**src/rtl/reg_file_if.sv**
```systemverilog
// Register-file access bundle: one write port and two combinational read ports.
// The bench drives the master side; the register file sits on the slave side.
interface reg_file_if #(
  parameter int DATA_W = 32,
  parameter int ADDR_W = 5
);
  logic              i_we;
  logic [ADDR_W-1:0] i_waddr;
  logic [DATA_W-1:0] i_wdata;
  logic [ADDR_W-1:0] i_raddr1;
  logic [ADDR_W-1:0] i_raddr2;
  logic [DATA_W-1:0] o_rdata1;
  logic [DATA_W-1:0] o_rdata2;

  modport master (
    output i_we, i_waddr, i_wdata, i_raddr1, i_raddr2,
    input  o_rdata1, o_rdata2
  );

  modport slave (
    input  i_we, i_waddr, i_wdata, i_raddr1, i_raddr2,
    output o_rdata1, o_rdata2
  );
endinterface

```
**src/rtl/reg_file.sv**
```systemverilog
// 2**ADDR_W x DATA_W register file: 1 write port, 2 combinational read ports with write bypass.
// Writes land on the rising edge; reads have zero-cycle latency; register 0 reads as zero.
module reg_file #(
  parameter int DATA_W = 32,
  parameter int ADDR_W = 5
) (
  input  logic      i_clk,
  input  logic      i_rst,
  reg_file_if.slave bus
);
  localparam int DEPTH = 2 ** ADDR_W;

  logic [DATA_W-1:0] regs_q [DEPTH];
  logic [DATA_W-1:0] regs_d [DEPTH];
  logic              wr_en;
  logic              byp1;
  logic              byp2;

  assign wr_en = bus.i_we && (bus.i_waddr != '0);

  always_comb begin
    regs_d = regs_q;
    if (wr_en) begin
      regs_d[bus.i_waddr] = bus.i_wdata;
    end
    regs_d[0] = '0;
  end

  // Reset has priority over a write on the same edge, so a pending write is discarded.
  always_ff @(posedge i_clk or posedge i_rst) begin
    if (i_rst) begin
      for (int i = 0; i < DEPTH; i++) begin
        regs_q[i] <= '0;
      end
    end else begin
      regs_q <= regs_d;
    end
  end

  assign byp1 = wr_en && (bus.i_waddr == bus.i_raddr1);
  assign byp2 = wr_en && (bus.i_waddr == bus.i_raddr2);

  assign bus.o_rdata1 = (i_rst || bus.i_raddr1 == '0) ? '0 :
                        byp1 ? bus.i_wdata : regs_q[bus.i_raddr1];
  assign bus.o_rdata2 = (i_rst || bus.i_raddr2 == '0) ? '0 :
                        byp2 ? bus.i_wdata : regs_q[bus.i_raddr2];
endmodule

```
**src/flat_wrapper.sv**
```systemverilog
// flat-port wrapper written by rule: the top's interface ports become plain ports
module reg_file_flat 
#(
  parameter int DATA_W = 32,
  parameter int ADDR_W = 5
)
  (i_clk, i_rst, bus_i_we, bus_i_waddr, bus_i_wdata, bus_i_raddr1, bus_i_raddr2, bus_o_rdata1, bus_o_rdata2);
  reg_file_if #(.DATA_W(DATA_W), .ADDR_W(ADDR_W)) bus_i ();
  input  logic i_clk;
  input  logic i_rst;
  input wire logic [$bits(bus_i.i_we)-1:0] bus_i_we;
  input wire logic [$bits(bus_i.i_waddr)-1:0] bus_i_waddr;
  input wire logic [$bits(bus_i.i_wdata)-1:0] bus_i_wdata;
  input wire logic [$bits(bus_i.i_raddr1)-1:0] bus_i_raddr1;
  input wire logic [$bits(bus_i.i_raddr2)-1:0] bus_i_raddr2;
  output wire logic [$bits(bus_i.o_rdata1)-1:0] bus_o_rdata1;
  output wire logic [$bits(bus_i.o_rdata2)-1:0] bus_o_rdata2;
  assign bus_i.i_we = bus_i_we;
  assign bus_i.i_waddr = bus_i_waddr;
  assign bus_i.i_wdata = bus_i_wdata;
  assign bus_i.i_raddr1 = bus_i_raddr1;
  assign bus_i.i_raddr2 = bus_i_raddr2;
  assign bus_o_rdata1 = bus_i.o_rdata1;
  assign bus_o_rdata2 = bus_i.o_rdata2;
  reg_file #(.DATA_W(DATA_W), .ADDR_W(ADDR_W)) u_core (.i_clk(i_clk), .i_rst(i_rst), .bus(bus_i));
endmodule
```
**config.mk**
```make
export PLATFORM = sky130hd
export DESIGN_NAME = reg_file_flat
export DESIGN_NICKNAME = d
export VERILOG_FILES = /design/src/rtl/reg_file_if.sv /design/src/rtl/reg_file.sv /design/src/flat_wrapper.sv
export SDC_FILE = /design/constraint.sdc
export NUM_CORES = 2
export LEC_CHECK = 0
export CAP_MARGIN = 5
export CORE_MARGIN = 1
export CORE_UTILIZATION = 55
export DETAILED_ROUTE_END_ITERATION = 6
export PLACE_DENSITY = 0.72
export SYNTH_ARGS = -nofsm -noshare
export SYNTH_HDL_FRONTEND = slang
export SYNTH_SLANG_ARGS = --single-unit
```
**constraint.sdc**
```tcl
create_clock -name i_clk -period 29.5 [get_ports i_clk]
set_input_delay 2.95 -clock i_clk [delete_from_list [all_inputs] [get_ports i_clk]]
set_output_delay 2.95 -clock i_clk [all_outputs]
set_load 0.03 [all_outputs]
```
==> metrics.txt <==
maxcap violations=0; row cnt=114; Worst Setup Slack, final=18570 ps; number of global-route vias before repair=36631; Hold Buf Count CTS=0; CTS clk-pin slew, worst paths=60 ps; clock sinks=992; Post-Synth Adder-Cell Area=0%; fin. max-slew vios=0; post-synthesis cell type count=48; Synth area leader=dfrtp_1; post-DP HPWL=92510 um; Starting Density=55.63%; H-tree Lvls=3; unrepaired setup endpoints after global routing=no; Setup CP Type=in2out; Max rail drop VDD=0.04528 mV; FF-to-FF Start=u_core.regs_q[125]; Comb pwr share=21.0%; Core Area=96990 sq um; Int Power=0.002904 W; Layout Skew=0 ps; Fin. Hold Viols=0; hold path startpoint=u_core.regs_q[107]; PD cells=67.58 nW/um^2; fin crit period=10930 ps; Clk pwr share=33.7%; Clock Path Buffers=3; main combinational cell family by area after synthesis=multiplexers; die height=315.2 um; grt ovf=0; setup TNS=0 ps; antenna viol nets, final=0; top_reg_cell synth=dfrtp_1; Cells after Synth=3785; clock root buffer=clkbuf_16; Max FO, Critical Path=62; critical path required time=26550 ps; Post-synth EDFFs=0; # Post-CTS Setup Buffers=0; post-synthesis async set-or-reset flop share=100.0%; Synth Area in Compound Gates=5.946%; Worst EP arrival=7980 ps; run status=finished with violations; failing checks=design-rule violations; Post-Synth XOR/XNOR Area=0.1623%; Worst Hold End=u_core.regs_q[107]; Synth Cell Area=53950 sq um; Synth Warn #=0; mean post-synth cell area=14.25 sq um; r2r setup slk=28680 ps; DRC Markers=11; Clk Latency, worst-skew pair=680 ps; relative slew slack=12.56%; fmax=91.47 MHz; initial antenna violation count=6; Vias=36336; register bit total from synthesis=992; die width=315.2 um; largest registers=u_core.regs_q (992); Static Leak=25.72 nW; Ports=114; most frequent cell after synthesis=mux2_2; worst reg2reg path depth=1; synth top area cells=dfrtp_1 (46%), mux2_2 (23%), mux4_2 (16%); TritonCTS clock tree=built; port buffer count=113; sequential share of the synthesized area=46.01%; Synth top area share=46.01%; syn nets=3835; final period utilization=37.06%; multiplexer share of the synthesized area=42.02%; first-pass GRT wire length=249900 um; Routed WL per cell=33.16 um; GRT Total Usage=34.18%; simple-gate portion of the synthesized area=2.518%; share of cells above drive strength 1=48.16%; nets=3744; register share of total power=45.3%; clock buffer count from CTS=107; 1st-iter DRT viols=4281; Sw Ratio=27.76%; Avg Vias per Cell=7.188; die area=99350 sq um; commonest cells in the netlist=mux2_2 (1105), dfrtp_1 (992), mux4_2 (379), clkbuf_1 (224), mux2i_1 (161); CP Capture Type=output port; hold-critical path depth=1; Syn-to-layout area delta=10.27%; Pre-Repair DR Iteration Count=7; WL final=167600 um; largest net degree at the start of global routing=178; net switching power=0.001116 W; dpl ws=18310 ps; Final Hold Slack=512.3 ps; RePlAce Congestion=0.8256; reg2reg end=u_core.regs_q[125]; Tightest Hold Check Type=reg2reg; # setup viols final=0; Post-CTS Resized=0; worst slew pin tran=1308 ps; max reg flops=992; startpoint types=input port; final-layout fill cell count=7293; Reg with most FFs=u_core.regs_q
cells by family (layout without fill, tap and decap cells):
family                 after synthesis  after routing
AND/OR/NAND/NOR                    269            269
AO/OA/AOI/OAI                      442            442
multiplexers                      1652           1652
other                                0              2
flip-flops                         992            992
XOR/XNOR                            10             10
buffers and inverters              420            412
worst max path at each step:
| stage | endpoint | depth (start not counted) | slack, ps | start |
|---|---|---|---|---|
| floorplan | u_core.regs_q[0] | 1 | 12880 | i_rst |
| global placement | bus_o_rdata1[20] | 8 | 18440 | bus_i_waddr[3] |
| detailed placement | bus_o_rdata1[20] | 8 | 18310 | bus_i_waddr[3] |
| CTS | bus_o_rdata1[20] | 8 | 18290 | bus_i_waddr[3] |
| global route | bus_o_rdata2[25] | 10 | 18180 | bus_i_raddr2[0] |
| finish | bus_o_rdata2[25] | 10 | 18570 | bus_i_raddr2[0] |
final cells by class:
cell class | count | area [sq um] | area share [%]
Multi-Input combinational cell | 2373 | 27570 | 46.33
Sequential cell | 992 | 24820 | 41.72
Clock buffer | 152 | 3118 | 5.241
Timing Repair Buffer | 215 | 1971 | 3.312
Tap cell | 1276 | 1597 | 2.683
Clock inverter | 40 | 390.4 | 0.6562
Inverter | 5 | 23.77 | 0.03996
Antenna cell | 2 | 5.005 | 0.008412
critical path, cell delays in order:
cell and delay (ps):
buf_8 520, buf_4 680, buf_4 730, buf_4 760, mux4_2 590, nor2b_1 140, a211oi_1 270, a21oi_1 120
a221o_1 430, clkdlybuf4s50_1 650
routing by layer:
metal	up-vias	track usage (%)	routed length [um]
met5	-	0	43
met4	6	13.88	7116
met3	436	7.762	16450
met2	2034	52.03	76930
met1	19376	47.61	67070
li1	14484	-	-
per-stage QoR:
step	std cells	total power, W	area (sq um)	util [%]
CTS	5052	0.004018	59470	61.32
global route	5055	0.004175	59490	61.34
global placement	4860	0.002633	55970	57.70
floorplan	3785	0.002445	53960	-
finish	5055	0.004021	59490	61.34
detailed placement	4860	0.002670	55970	57.70
power groups by stage:
stage | Sequential [W] | Combinational [W] | Clock, W
floorplan | 0.00178 | 0.000669 | 0
global placement | 0.00182 | 0.000817 | 0
detailed placement | 0.00183 | 0.000837 | 0
CTS | 0.00181 | 0.000842 | 0.00137
global route | 0.00185 | 0.000899 | 0.00142
finish | 0.00182 | 0.000846 | 0.00136
placed cells by master (no fill, tap or decap), drive strengths merged, types with 39 or more instances in the layout:
cell	count
a21oi	99
a221o	60
a22oi	61
and3	39
buf	109
clkbuf	153
clkdlybuf4s50	105
dfrtp	992
mux2	1112
mux2i	161
mux4	379
nand2	70
nor2	65
nor2b	42
Power figures use the tool's default switching activity.
